**config.mk**
```make
export PLATFORM = sky130hd
export DESIGN_NAME = tm1638_frame_seq
export DESIGN_NICKNAME = d
export VERILOG_FILES = /design/src/rtl/tm1638_frame_seq.sv
export SDC_FILE = /design/constraint.sdc
export NUM_CORES = 1
export LEC_CHECK = 0
export BUFFER_PORTS_ARGS = -buffer_cell sky130_fd_sc_hd__buf_2
export CORE_ASPECT_RATIO = 1.25
export CORE_MARGIN = 5
export CORE_UTILIZATION = 60
export DETAILED_ROUTE_END_ITERATION = 10
export GPL_TIMING_DRIVEN = 0
export PLACE_DENSITY = 0.78
export SLEW_MARGIN = 20
export SYNTH_ARGS = -nofsm -noshare
export SYNTH_HDL_FRONTEND = slang
export SYNTH_SLANG_ARGS = --single-unit
```
**constraint.sdc**
```tcl
create_clock -name clk -period 5.3 [get_ports clk]
set_input_delay 1.06 -clock clk [delete_from_list [all_inputs] [get_ports clk]]
set_output_delay 1.06 -clock clk [all_outputs]
set_load 0.02 [all_outputs]
```
**src/rtl/tm1638_frame_seq.sv**
```systemverilog
// tm1638_frame_seq
//   Frame sequencer that feeds a serial byte transmitter. Holds a 16-byte
//   display image written by the host and streams a refresh frame, one byte
//   per handshake: mode cmd, address cmd, 16 image bytes, display-control cmd.
//
// Ports
//   clk, rst      system clock, synchronous active-high reset
//   wr_en/wr_addr/wr_data   host write port into the display image
//   start         one-cycle frame request (latched if it arrives mid-frame)
//   brightness, display_on  sampled when a frame is triggered
//   tx_busy       busy flag from the byte transmitter
//   tx_data_rdy   one-cycle byte-valid pulse to the transmitter
//   tx_data       byte to send; held until the next pulse
//   tx_last       byte closes a strobe group
//   frame_busy    frame in progress
//   frame_done    one-cycle pulse after the last byte completes
//   diag_state    main FSM state encoding
//
// Transmitter handshake: a byte is offered (tx_data_rdy pulse) only in a
// cycle where tx_busy = 0. The sequencer then waits for tx_busy = 1 as the
// acceptance, and for tx_busy = 0 again as completion, before moving on.
// tx_data/tx_last are not touched between the pulse and the next pulse.
module tm1638_frame_seq #(
  parameter int          REFRESH_CYCLES = 1_000_000,
  parameter logic [7:0]  CMD_MODE       = 8'h40,
  parameter logic [7:0]  CMD_ADDR       = 8'hC0,
  parameter logic [7:0]  CMD_CTRL_BASE  = 8'h80
) (
  input  logic       clk,
  input  logic       rst,
  input  logic       wr_en,
  input  logic [3:0] wr_addr,
  input  logic [7:0] wr_data,
  input  logic       start,
  input  logic [2:0] brightness,
  input  logic       display_on,
  input  logic       tx_busy,
  output logic       tx_data_rdy,
  output logic [7:0] tx_data,
  output logic       tx_last,
  output logic       frame_busy,
  output logic       frame_done,
  output logic [2:0] diag_state
);

  typedef enum logic [2:0] {
    S_IDLE = 3'd0,
    S_MODE = 3'd1,
    S_ADDR = 3'd2,
    S_DATA = 3'd3,
    S_CTRL = 3'd4
  } state_t;

  typedef enum logic [1:0] {
    P_ISSUE = 2'd0,
    P_ACK   = 2'd1,
    P_DONE  = 2'd2
  } phase_t;

  // A zero refresh period still needs a legal (unused) counter width.
  localparam int CW = (REFRESH_CYCLES > 0) ? $clog2(REFRESH_CYCLES + 1) : 1;
  localparam logic [CW-1:0] REFRESH_LAST = CW'((REFRESH_CYCLES > 0) ? REFRESH_CYCLES - 1 : 0);

  // Image is not reset; it powers up cleared through its configuration value.
  logic [7:0] image [16] = '{default: 8'h00};

  state_t        state, state_n;
  phase_t        phase, phase_n;
  logic [3:0]    idx, idx_n;
  logic          dirty, start_pend;
  logic [CW-1:0] refresh_cnt;
  logic [7:0]    ctrl_q, ctrl_n;
  logic          load_frame;
  logic          refresh_hit;
  logic          trigger;
  logic [7:0]    byte_sel;
  logic          last_sel;
  logic          tx_data_rdy_n, tx_last_n, frame_busy_n, frame_done_n;
  logic [7:0]    tx_data_n;

  assign diag_state  = state;
  assign refresh_hit = (REFRESH_CYCLES != 0) && (refresh_cnt == REFRESH_LAST);
  assign trigger     = start || start_pend || dirty || refresh_hit;

  always_ff @(posedge clk) begin
    if (wr_en) image[wr_addr] <= wr_data;
  end

  // Byte and group marker for the current state. ADDR opens the data group,
  // which is closed by image byte 15.
  always_comb begin
    byte_sel = 8'h00;
    last_sel = 1'b0;
    case (state)
      S_MODE: begin byte_sel = CMD_MODE; last_sel = 1'b1; end
      S_ADDR: begin byte_sel = CMD_ADDR; last_sel = 1'b0; end
      S_DATA: begin byte_sel = image[idx]; last_sel = (idx == 4'd15); end
      S_CTRL: begin byte_sel = ctrl_q; last_sel = 1'b1; end
      default: begin byte_sel = 8'h00; last_sel = 1'b0; end
    endcase
  end

  always_comb begin
    state_n       = state;
    phase_n       = phase;
    idx_n         = idx;
    ctrl_n        = ctrl_q;
    load_frame    = 1'b0;
    tx_data_rdy_n = 1'b0;
    tx_data_n     = tx_data;
    tx_last_n     = tx_last;
    frame_busy_n  = frame_busy;
    frame_done_n  = 1'b0;
    if (state == S_IDLE) begin
      if (trigger) begin
        state_n      = S_MODE;
        phase_n      = P_ISSUE;
        idx_n        = 4'd0;
        ctrl_n       = CMD_CTRL_BASE | {4'b0000, display_on, brightness};
        frame_busy_n = 1'b1;
        load_frame   = 1'b1;
      end
    end else begin
      case (phase)
        P_ISSUE: begin
          if (!tx_busy) begin
            tx_data_rdy_n = 1'b1;
            tx_data_n     = byte_sel;
            tx_last_n     = last_sel;
            phase_n       = P_ACK;
          end
        end
        P_ACK: begin
          if (tx_busy) phase_n = P_DONE;
        end
        P_DONE: begin
          if (!tx_busy) begin
            phase_n = P_ISSUE;
            case (state)
              S_MODE: state_n = S_ADDR;
              S_ADDR: begin state_n = S_DATA; idx_n = 4'd0; end
              S_DATA: begin
                // idx wraps 15 -> 0 exactly on the move to CTRL
                idx_n = idx + 4'd1;
                if (idx == 4'd15) state_n = S_CTRL;
              end
              S_CTRL: begin
                state_n      = S_IDLE;
                frame_busy_n = 1'b0;
                frame_done_n = 1'b1;
              end
              default: state_n = S_IDLE;
            endcase
          end
        end
        default: phase_n = P_ISSUE;
      endcase
    end
  end

  always_ff @(posedge clk) begin
    if (rst) begin
      state       <= S_IDLE;
      phase       <= P_ISSUE;
      idx         <= 4'd0;
      ctrl_q      <= 8'h00;
      dirty       <= 1'b1;
      start_pend  <= 1'b0;
      refresh_cnt <= '0;
      tx_data_rdy <= 1'b0;
      tx_data     <= 8'h00;
      tx_last     <= 1'b0;
      frame_busy  <= 1'b0;
      frame_done  <= 1'b0;
    end else begin
      state       <= state_n;
      phase       <= phase_n;
      idx         <= idx_n;
      ctrl_q      <= ctrl_n;
      tx_data_rdy <= tx_data_rdy_n;
      tx_data     <= tx_data_n;
      tx_last     <= tx_last_n;
      frame_busy  <= frame_busy_n;
      frame_done  <= frame_done_n;
      // A write wins over the clear so a write racing the trigger still
      // produces a follow-up frame.
      if (wr_en) dirty <= 1'b1;
      else if (load_frame) dirty <= 1'b0;
      if (start && (state != S_IDLE)) start_pend <= 1'b1;
      else if (load_frame) start_pend <= 1'b0;
      if (load_frame) refresh_cnt <= '0;
      else if ((state == S_IDLE) && (REFRESH_CYCLES != 0)) refresh_cnt <= refresh_cnt + CW'(1);
    end
  end

endmodule

```
# After elaboration in Yosys (flattened, before gate mapping)
# Memories as Yosys holds them, arrays and structs flattened. A register that Yosys moved wholly into a read port is not among the register bits.
# Index checks and enable logic that the tools add are counted.
dict set report op_classes {
  shift 0
  n_bitwise 4
  eq_ne 14
  n_mux 34
  div 0
  magnitude_cmp 0
  mul 0
  n_reduce_logical 22
  add_sub_neg 2
}
# cell n
set op_table {}
lappend op_table {{$pmux W8 S4} 1}
lappend op_table {{$mux W4} 6}
lappend op_table {{$add A20 B1 Y20 const B} 1}
lappend op_table {{$eq A20 B20 Y1 const B} 1}
lappend op_table {{$reduce_and A4 Y1} 4}
lappend op_table {{$mux W3} 5}
lappend op_table {{$mux W1} 13}
lappend op_table {{$ne A3 B3 Y1 const B} 4}
lappend op_table {{$mux W2} 5}
lappend op_table {{$pmux W3 S3} 1}
lappend op_table {{$pmux W4 S2} 1}
lappend op_table {{$eq A3 B2 Y1 const B} 2}
lappend op_table {{$pmux W2 S3} 1}
lappend op_table {{$reduce_bool A2 Y1} 3}
lappend op_table {{$reduce_bool A3 Y1} 2}
lappend op_table {{$reduce_or A2 Y1} 3}
lappend op_table {{$add A4 B1 Y4 const B} 1}
lappend op_table {{$eq A4 B4 Y1 const B} 1}
lappend op_table {{$not A1 Y1} 4}
lappend op_table {{$reduce_or A4 Y1} 1}
lappend op_table {{$eq A3 B1 Y1 const B} 1}
lappend op_table {{$eq A3 B3 Y1 const B} 1}
lappend op_table {{$logic_not A3 Y1} 1}
lappend op_table {{$logic_or A1 B1 Y1} 3}
lappend op_table {{10 further kinds} 10}
dict set report totals {
  memories 1
  regBits 48
  latchBits 0
  elab_cells 89
  ram_bits 128
  inputBits 21
  out_inout_bits 15
  mem_bits_ro 0
}
# name words word_bits rd rd_ports_with_merged_regs write_ports line_no
set mem_list {}
lappend mem_list {image 16 8 1 1 1 65} ;# logic [7:0] image [16] = '{default: 8'h00};

# Depth between registers and ports, before layout
# Gate-level depths: netlist (run 1).
dict set report logic_depth {
  ltp_word 7
  ltp_mapped 8
  depth_no_buf 6
}

# Least setup slack after synthesis (run 1)
# No wires, ideal clock.
dict set report synth_path {
  path_kind {input -> register}
  from {input port wr_addr[2]}
  to {memory image[0][0] (enable)}
  n_path_buf 0
  setup_ns 0.383
  cell_stages 2
  slack_ns 2.747
  arrival_ns 2.170
  t_required_ns 4.917
  path_cell_list {or3b_2 nor3_1}
}
# element line_no
set synth_rtl {}
lappend synth_rtl {{from (decl)} 32} ;# input logic [3:0] wr_addr,
lappend synth_rtl {{to (decl)} 65}
# No word-level cell before the write port.

# Final worst setup path (run 1)
dict set report layout_path {
  from {input port start}
  to {register refresh_cnt[15]}
}
dict set report layout_between {
  elab_chain_cells 6
}
# element line_no
set layout_rtl {}
lappend layout_rtl {{from (decl)} 34} ;# input logic start,
lappend layout_rtl {{$logic_or A1 B1 Y1 (3 in a row)} 83} ;# assign trigger = start || start_pend || dirty || refresh_hit;
lappend layout_rtl {{$mux W1} 115} ;# if (trigger) begin
lappend layout_rtl {{$mux W1} 114} ;# if (state == S_IDLE) begin
lappend layout_rtl {{$reduce_or A2 Y1 (no line)} n/a}
lappend layout_rtl {{to (signal assigned)} 192} ;# else if ((state == S_IDLE) && (REFRESH_CYCLES != 0)) refresh_cnt <= refresh_cnt + CW'(1);
lappend layout_rtl {{to (decl)} 71} ;# logic [CW-1:0] refresh_cnt;
# No other way between the ends.
# A chain may end at the register's enable or synchronous reset.

==> impl_metrics.env, run 1 <==
export IMPL_run_status="finished, final reports clean"
export IMPL_grt_max_degree=17
export IMPL_clock_path_buffers=2
export IMPL_holdBufCountCts=0
export IMPL_avgRoutedWirePerCell_um=22.2
export IMPL_drt_pass1_iter_count=5
export IMPL_post_route_util_pct=69.1
export IMPL_ys_seq_elements=180
export IMPL_peakVddDrop_mv=0.271
export IMPL_postSynthCellCount=496
export IMPL_cts_root_buf="clkbuf_16"
export IMPL_fp_dieW_um=109
export IMPL_synth_edf_count=128
export IMPL_finalHoldViolations=0
export IMPL_worstSetupPathType="in2reg"
export IMPL_seq_power_share_pct=53.4
export IMPL_power_internal_mw=2.27
export IMPL_slowest_delay_ps=640
export IMPL_yosysTopAreaCellShare_pct=52.4
export IMPL_antenna_cells=0
export IMPL_cp_cell_sequence="buf_2 > nor3_1 > nand2b_1 > clkbuf_1 > nand3_1 > clkbuf_1 > a21oi_1"
export IMPL_seq_area_frac_synth_pct=66.5
export IMPL_instances_no_fill=729
export IMPL_dp_worst_setup_slack_ps=2250
export IMPL_setup_total_negative_slack_ps=0
export IMPL_clock_buffer_count_from_cts=17
export IMPL_antenna_violations_before_repair=0
export IMPL_rsz_0062_raised_after_global_routing="no"
export IMPL_final_max_slew_viol_count=0
export IMPL_syn_mean_instance_area_sq_um=14.8
export IMPL_fp_coreArea_sq_um=12000
export IMPL_num_vias=4509
export IMPL_drtIter0Drc=404
export IMPL_whs_ps=469
export IMPL_cp_start_kind="input pin"
export IMPL_cts_resized_gates=0
export IMPL_period_minus_slack_ps=2660
export IMPL_numClockSinks=180
export IMPL_finalSetupViolCount=0
export IMPL_synth_top_area_cells="edfxtp_1, dfxtp_1, mux4_2, nor2_1, nand2_1"
export IMPL_num_rows=45
export IMPL_port_buffer_count=35
export IMPL_initial_core_util_pct=60.9
export IMPL_design_die_area_sq_um=14600
export IMPL_share_of_layout_cells_above_drive_strength_1_pct=22.1
export IMPL_post_synth_instance_area_sq_um=7340
export IMPL_detailedPlacementHpwl_um=11000
export IMPL_global_route_wire_length_before_repair_um=25500
export IMPL_clock_fmax_mhz=376
export IMPL_grt_pass1_vias=4577
export IMPL_cp_max_stage_cell="nor3_1"
export IMPL_timing_critical_path_to_type="register"
export IMPL_io_pins=36
export IMPL_grt_usage_pct=24.0
export IMPL_tritoncts_clock_tree="built"
export IMPL_critical_path_top_delay_family="simple AND/OR/NAND/NOR gates"
export IMPL_power_combinational_fraction_pct=5.0
export IMPL_areaGrowthSynthToFinish_pct=13.4
export IMPL_worstMarginPinSlew_ps=981
export IMPL_antenna_violating_nets_post_route=0
export IMPL_finalInstanceArea_sq_um=8320
export IMPL_post_drt_via_cell_ratio=6.19
export IMPL_worst_min_delay_path_class="reg2reg"
export IMPL_ys_warnings_count=0
export IMPL_synth_top_flop_cell="edfxtp_1"
export IMPL_post_dp_cell_area_sq_um=7760
export IMPL_critical_path_arrival_ps=3020
export IMPL_finalWorstSetupSlack_ps=2640
export IMPL_cellPowerDensity_nw_per_um2=349
export IMPL_die_height_um=134
export IMPL_post_cts_buffers=0
export IMPL_power_share_switching_pct=21.8
export IMPL_post_synthesis_cell_type_count=61
export IMPL_worst_path_most_repeated_cell="clkbuf_1"
export IMPL_netSwitchingPower_mw=0.633
export IMPL_crit_buf_inv=3
export IMPL_grt_remaining_overflow=0
export IMPL_place_gp_congestion=0.910
export IMPL_ys_async_sr_fraction_pct=0
export IMPL_required_ps=5660
export IMPL_period_share_pct=50.2
export IMPL_fin_worst_skew_ps=4.85
export IMPL_max_cap_viol_count=0
export IMPL_place_detailed_instances=697
export IMPL_clk_pin_slew_ps=60
export IMPL_ctsHtreeMaxLevel=4
export IMPL_p_leak_nw=2.78
export IMPL_total_drc_errors_in_the_routed_layout=0
export IMPL_power_total_mw=2.91
export IMPL_layout_nets=575
export IMPL_clock_power_share_pct=41.6
export IMPL_synth_nets=519
export IMPL_worst_skew_pair_late_latency_ps=430
export IMPL_crit_path_max_fanout=10
export IMPL_synth_largest_area_cell="edfxtp_1"
export IMPL_slew_headroom_pct=34.3
export IMPL_wirelength_um=16200
-- cell type report --
cell class,instances,area (sq um)
tap,164,205
timing repair buffer,37,190
clock inverter,14,136
inverter,6,22.5
buffer,23,97.6
fill,845,3730
sequential,180,4880
clock buffer,18,429
multi-input combinational,287,2360
-- power by group through the flow --
stage	sequential [mW]	combinational, mW	clock, mW
after floorplan	1.58	0.0813	0
after global placement	1.58	0.139	0
after detailed placement	1.58	0.144	0
after CTS	1.55	0.145	1.22
after global routing	1.55	0.158	1.28
final	1.55	0.145	1.21
-- worst min-delay path, delay by kind of cell, from the launching register on --
kind | cells | cell delay (ps)
flops | 1 | 310
simple gates | 1 | 50
mux | 1 | 60
-- routing by layer --
layer / GRT usage [%] / up-vias / part of all wire, %
li1: - / 2044 / -
met2: 40.3 / 190 / 52
met1: 31.0 / 2248 / 39
met5: 0 / - / 0
met3: 4.75 / 27 / 6.4
met4: 8.91 / 0 / 2.1
-- worst paths after layout --
kind | slack (ps) | startpoint | depth (start not counted) | to
min | 470 | tx_data[2] | 2 | tx_data[2]
min reg2reg | 470 | tx_data[2] | 2 | tx_data[2]
max | 2640 | start | 7 | refresh_cnt[15]
max reg2reg | 2780 | register | 7 | tx_data[3]
-- cell usage after synthesis (5+ instances only) --
cell type and count:
mux2_2 8, mux4_2 32, clkbuf_1 15, o21ai_0 11
o211ai_1 6, buf_2 5, nor2_1 39, nand3_1 21
mux2i_1 12, or3_1 6, dfxtp_1 52, inv_1 5
nand2_1 36, a21oi_1 18, edfxtp_1 128, xor2_1 13
nor3_1 8, nand4_1 16
-- cell families after synthesis --
logic type | Yosys count | share of synthesized area [%]
compound gates | 57 | 5.16
xor+xnor | 16 | 1.91
fa+ha+maj | 2 | 0.341
buf+inv | 29 | 1.64
flops | 180 | 66.5
mux | 52 | 12.7
simple gates | 160 | 11.7
-- state kept, by name, indices dropped and copies added, names as in the netlist, named ones only --
| name | count |
|---|---|
| ctrl_q | 5 |
| diag_state | 3 |
| dirty | 1 |
| frame_busy | 1 |
| frame_done | 1 |
| idx | 4 |
| image | 128 |
| phase | 2 |
| refresh_cnt | 20 |
| start_pend | 1 |
| tx_data | 8 |
| tx_data_rdy | 1 |
| tx_last | 1 |
-- cell usage in the layout, fill, tap and decap left out, types with 3 or more instances in the layout --
cell type   netlist  final
edfxtp_1        128    128
dfxtp_1          52     52
buf_2             5     40
nor2_1           39     39
nand2_1          36     36
mux4_2           32     32
nand3_1          21     21
a21oi_1          18     18
clkbuf_16         0     17
clkbuf_1         15     16
nand4_1          16     16
xor2_1           13     13
mux2i_1          12     12
o21ai_0          11     11
mux2_2            8      8
or3_1             6      6
o211ai_1          6      6
nor3_2            1      5
inv_1             5      5
clkinvlp_4        0      5
nor3_1            8      4
nor2b_1           4      4
and3_1            4      4
clkinv_1          1      4
a221oi_1          4      4
nand2b_1          3      3
xnor2_1           3      3
buf_4             1      3
No activity file was read; power rests on OpenSTA's default activity.
==> inputs of run 2 (changes only) <==
ABC_AREA = 1   (was unset)
CORE_UTILIZATION = 55   (was 60)
PLACE_DENSITY = 0.75   (was 0.78)
clock period = 2.26 ns   (was 5.3 ns; I/O delays follow)
==> run 2 against run 1 <==
Synthesized cell count up 67%; global-route usage shrank 0.83 points; sequential power increased by 150%; combinational power increased to 14 times the previous value; non-clock buffer count increased by 5; critical path depth up 1; power grew to 3.0 times the previous value.
==> impl_metrics.env, run 2 <==
export IMPL_number_of_flip_flops_under_the_largest_register_name=128
export IMPL_antenna_violating_nets_post_route=0
export IMPL_rsz_0062_raised_after_global_routing="no"
export IMPL_clock_buffer_count_from_cts=17
export IMPL_worst_r2r_path_depth=8
export IMPL_port_buffer_count=34
export IMPL_syn_mean_instance_area_sq_um=9.41
export IMPL_place_gp_congestion=0.893
export IMPL_num_vias=5856
export IMPL_ys_seq_elements=180
export IMPL_synth_nets=853
export IMPL_worst_r2r_setup_slack_ps=150
export IMPL_global_route_wire_length_before_repair_um=28800
export IMPL_timing_critical_path_to_type="register"
export IMPL_post_route_util_pct=63.3
export IMPL_fin_worst_skew_ps=12.8
export IMPL_io_pins=36
export IMPL_finalHoldViolations=0
export IMPL_layout_nets=906
export IMPL_share_of_layout_cells_above_drive_strength_1_pct=12.2
export IMPL_post_drt_via_cell_ratio=5.47
export IMPL_crit_path_end="tx_data[4]"
export IMPL_cellPowerDensity_nw_per_um2=998
export IMPL_slew_headroom_pct=30.3
export IMPL_yosysTopAreaCellShare_pct=49.2
export IMPL_drt_pass1_iter_count=7
export IMPL_top_regs="image (128), refresh_cnt (20), tx_data (8)"
export IMPL_post_cts_buffers=0
export IMPL_ys_warnings_count=0
export IMPL_grt_max_degree=18
export IMPL_die_height_um=143
export IMPL_synth_top_area_cells="edfxtp_1, dfxtp_1, nand2_1, nand3_1, nor2_1"
export IMPL_ctsHtreeMaxLevel=4
export IMPL_power_total_mw=8.77
export IMPL_clock_path_buffers=2
export IMPL_critical_path_arrival_ps=2410
export IMPL_synth_top_flop_cell="edfxtp_1"
export IMPL_peakVddDrop_mv=0.646
export IMPL_worst_skew_pair_late_latency_ps=430
export IMPL_wirelength_um=18500
export IMPL_max_cap_viol_count=0
export IMPL_r2r_end="tx_data[4]"
export IMPL_fp_coreArea_sq_um=13900
export IMPL_initial_core_util_pct=56.3
export IMPL_place_detailed_instances=1039
export IMPL_avgRoutedWirePerCell_um=17.3
export IMPL_synth_edf_count=128
export IMPL_period_minus_slack_ps=2110
export IMPL_post_synth_instance_area_sq_um=7810
export IMPL_cp_start_kind="register"
export IMPL_yosysMostFrequentCell="nand2_1"
export IMPL_total_drc_errors_in_the_routed_layout=0
export IMPL_drtIter0Drc=514
export IMPL_cts_root_buf="clkbuf_16"
export IMPL_areaGrowthSynthToFinish_pct=12.5
export IMPL_finalSetupViolCount=0
export IMPL_netlist_top_cells_count="nand2_1, edfxtp_1, nor2_1"
export IMPL_seq_area_frac_synth_pct=62.5
export IMPL_setup_total_negative_slack_ps=0
export IMPL_worst_min_delay_path_class="in2reg"
export IMPL_detailedPlacementHpwl_um=12400
export IMPL_crit_path_max_fanout=10
export IMPL_run_status="finished, final reports clean"
export IMPL_ys_async_sr_fraction_pct=0
export IMPL_instances_no_fill=1071
export IMPL_postSynthCellCount=830
export IMPL_design_die_area_sq_um=16700
export IMPL_required_ps=2550
export IMPL_layout_cells_most_common_list="nand2_1, edfxtp_1, nor2_1, inv_1, nand3_1"
export IMPL_tritoncts_clock_tree="built"
export IMPL_synth_largest_area_cell="edfxtp_1"
export IMPL_antenna_cells=0
export IMPL_antenna_violations_before_repair=0
export IMPL_largest_register="image"
export IMPL_grt_remaining_overflow=0
export IMPL_final_max_slew_viol_count=0
export IMPL_fp_dieW_um=117
export IMPL_post_synthesis_cell_type_count=35
export IMPL_num_rows=48
export IMPL_worstSetupPathType="reg2reg"
export IMPL_grt_pass1_vias=5566
export IMPL_grt_usage_pct=23.2
export IMPL_p_leak_nw=3.48
export IMPL_holdBufCountCts=0
export IMPL_clk_pin_slew_ps=70
export IMPL_layout_cells_most_common="nand2_1"
export IMPL_clock_fmax_mhz=473
export IMPL_cts_resized_gates=0
export IMPL_period_share_pct=93.5
export IMPL_worstMarginPinSlew_ps=1040
export IMPL_numClockSinks=180
==> run 2: worst min-delay path by stage <==
stage	from	end	slack, ps	cells after the start
finish	brightness[1]	ctrl_q[1]	270	3
global route	brightness[0]	ctrl_q[0]	280	3
global placement	ctrl_q[7]	ctrl_q[7]	440	2
detailed placement	ctrl_q[7]	ctrl_q[7]	450	2
CTS	brightness[1]	ctrl_q[1]	270	3
floorplan	dirty	dirty	430	2
==> run 2: final cells by class <==
type | count | area [sq um]
clock buffer | 18 | 450
multi-input combinational | 520 | 2410
inverter | 99 | 374
clock inverter | 14 | 135
sequential | 180 | 4880
timing repair buffer | 34 | 170
buffer | 31 | 146
fill | 1158 | 5080
tap | 175 | 219
==> run 2: power breakdown <==
group          leakage (nW)  total [mW]  switching (mW)  internal, mW
Clock                 0.289        2.93            1.32          1.61
Combinational          1.61        2.02            1.43         0.596
Sequential             1.58        3.82           0.114          3.70
==> run 2: per-stage QoR <==
stage	cell area (sq um)	hold slack, ps	setup WS, ps
CTS	8790	267	205
finish	8790	274	146
floorplan	7810	428	695
global route	8790	281	21.6
global placement	8200	441	217
detailed placement	8200	449	200
==> run 2: per-layer routing <==
layer / track usage, % / wire, um
met1: 27.5 / 7040
met2: 40.4 / 9540
met3: 5.00 / 1240
met4: 9.96 / 679
met5: 0 / 0
==> run 2: cells by family (layout without fill, tap and decap cells) <==
| group | Yosys count | in the layout | share of synthesized area (%) |
|---|---|---|---|
| AOI/OAI and AO/OA | 81 | 81 | 5.84 |
| xor gates and xnor gates | 12 | 12 | 1.35 |
| adders and majority gates | 2 | 2 | 0.320 |
| buffers and inverters | 130 | 196 | 6.66 |
| DFF | 180 | 180 | 62.5 |
| and+or+nand+nor | 425 | 425 | 23.3 |
==> run 2: critical path: stages, from the launching register on <==
cell	delay, ps
dfxtp_1	300
clkbuf_1	220
inv_1	290
clkbuf_1	530
o211ai_1	220
nand2_1	130
nand2_1	90
nand3_1	130
a21oi_1	70
==> inputs of run 3 (changes only) <==
CORE_MARGIN = 3   (was 5)
==> run 3 against run 2 <==
Power barely moved; flip-flop and latch count did not move; design area rose by 0.19%; final cell count did not move; utilization rose by 0.12 points; worst setup slack improved by 37 ps; sequential share of layout area fell by 0.10 points; fmax rose by 1.8%; combinational power barely moved; die area fell by 6.1%; clock power barely moved.
==> impl_metrics.env, run 3 (synthesized netlist as in run 2, its figures left out) <==
export IMPL_worstSetupPathType="reg2reg"
export IMPL_place_gp_congestion=0.893
export IMPL_clock_path_buffers=2
export IMPL_whs_ps=285
export IMPL_antenna_violations_before_repair=0
export IMPL_worstMarginPinSlew_ps=1030
export IMPL_p_leak_nw=3.49
export IMPL_grt_max_degree=17
export IMPL_post_cts_buffers=0
export IMPL_antenna_cells=0
export IMPL_cellPowerDensity_nw_per_um2=996
export IMPL_ctsHtreeMaxLevel=4
export IMPL_avgRoutedWirePerCell_um=16.8
export IMPL_holdBufCountCts=0
export IMPL_crit_path_end="tx_data[6]"
export IMPL_io_pins=36
export IMPL_required_ps=2600
export IMPL_grt_pass1_vias=5569
export IMPL_share_of_layout_cells_above_drive_strength_1_pct=11.9
export IMPL_areaGrowthSynthToFinish_pct=12.7
export IMPL_worst_r2r_setup_slack_ps=180
export IMPL_fp_dieW_um=113
export IMPL_fp_coreArea_sq_um=13900
export IMPL_period_minus_slack_ps=2080
export IMPL_global_route_wire_length_before_repair_um=28600
export IMPL_crit_path_max_fanout=10
export IMPL_initial_core_util_pct=56.3
export IMPL_design_die_area_sq_um=15700
export IMPL_wirelength_um=18000
export IMPL_area_of_all_sequential_standard_cells_sq_um=4880
export IMPL_largest_register="image"
export IMPL_clock_buffer_count_from_cts=17
export IMPL_worst_min_delay_path_class="in2reg"
export IMPL_clock_fmax_mhz=481
export IMPL_grt_remaining_overflow=0
export IMPL_num_rows=48
export IMPL_cp_start_kind="register"
export IMPL_post_drt_via_cell_ratio=5.40
export IMPL_r2r_end="tx_data[6]"
export IMPL_numClockSinks=180
export IMPL_detailedPlacementHpwl_um=12400
export IMPL_critical_path_arrival_ps=2420
export IMPL_total_drc_errors_in_the_routed_layout=0
export IMPL_cts_resized_gates=0
export IMPL_worst_skew_pair_late_latency_ps=420
export IMPL_cts_root_buf="clkbuf_16"
export IMPL_clk_pin_slew_ps=60
export IMPL_final_max_slew_viol_count=0
export IMPL_num_vias=5784
export IMPL_top_regs="image (128), refresh_cnt (20), tx_data (8)"
export IMPL_timing_critical_path_to_type="register"
export IMPL_fin_worst_skew_ps=7.79
export IMPL_finalHoldViolations=0
export IMPL_die_height_um=139
export IMPL_area_of_the_multi_input_gates_sq_um=2410
export IMPL_antenna_violating_nets_post_route=0
export IMPL_peakVddDrop_mv=0.747
export IMPL_rsz_0062_raised_after_global_routing="no"
export IMPL_number_of_flip_flops_under_the_largest_register_name=128
export IMPL_period_share_pct=91.9
export IMPL_layout_nets=906
export IMPL_run_status="finished, final reports clean"
export IMPL_setup_total_negative_slack_ps=0
export IMPL_drt_pass1_iter_count=5
export IMPL_slew_headroom_pct=31.2
export IMPL_layout_cells_most_common="nand2_1"
export IMPL_layout_cells_most_common_list="nand2_1, edfxtp_1, nor2_1, inv_1, nand3_1"
export IMPL_finalSetupViolCount=0
export IMPL_drtIter0Drc=453
export IMPL_fillerInstances=1096
export IMPL_max_cap_viol_count=0
export IMPL_tritoncts_clock_tree="built"
export IMPL_grt_usage_pct=23.8
export IMPL_port_buffer_count=34
export IMPL_worst_r2r_path_depth=8
==> run 3: cell types whose count changed in the layout (fill, tap and decap cells not counted), sizes merged <==
cell      previous run  this run
clkinvlp             1         0
inv                107        99
clkinv               4         7
clkbuf              34        40
==> run 3: per-stage QoR <==
step           cell area, sq um  total power, mW  setup WS, ps  utilization, %  std cells
6_report                   8800             8.77           183            63.5       1071
5_1_grt                    8800             9.19          69.8            63.5       1071
4_1_cts                    8800             8.80           241            63.5       1071
3_5_place_dp               8200             5.89           238            59.1       1039
3_3_place_gp               8200             5.86           309            59.1       1039
2_1_floorplan              7810             5.26           695               -        830
==> run 3: cell type report <==
class / instances / area share [%]
Buffer: 31 / 1.66
Clock buffer: 24 / 6.08
Clock inverter: 8 / 0.753
Inverter: 99 / 4.25
Multi-Input combinational cell: 520 / 27.4
Sequential cell: 180 / 55.5
Tap cell: 175 / 2.49
Timing Repair Buffer: 34 / 1.93
==> run 3: worst max-delay path, cell delays in order, from the launching register on <==
cell	delay (ps)
dfxtp_1	360
inv_2	170
clkbuf_1	500
o21ai_0	220
o211ai_1	330
nand3_1	130
nand2_1	120
nor2_1	40
o21ai_0	140
==> run 3: where the power goes <==
| part | internal, mW | leakage (nW) | switching [mW] | total, mW |
|---|---|---|---|---|
| Combinational | 0.596 | 1.61 | 1.42 | 2.02 |
| Clock | 1.76 | 0.305 | 1.17 | 2.93 |
| Sequential | 3.71 | 1.58 | 0.115 | 3.82 |
==> run 3: how the worst min path moves through the flow <==
stage / slack (ps) / cells past startpoint / end / from
6_report: 280 / 3 / ctrl_q[2] / brightness[2]
5_1_grt: 280 / 3 / ctrl_q[1] / brightness[1]
4_1_cts: 270 / 3 / ctrl_q[1] / brightness[1]
3_5_place_dp: 450 / 2 / tx_data[4] / tx_data[4]
3_3_place_gp: 450 / 2 / dirty / dirty
2_1_floorplan: 430 / 2 / dirty / dirty
==> run 3: routing by layer <==
layer | vias up | track usage (%) | part of all wire, %
met5 | - | 0 | 0
met3 | 45 | 4.31 | 5.5
met4 | 0 | 11.7 | 3.7
li1 | 2840 | - | -
met1 | 2685 | 27.7 | 38
met2 | 214 | 41.9 | 53
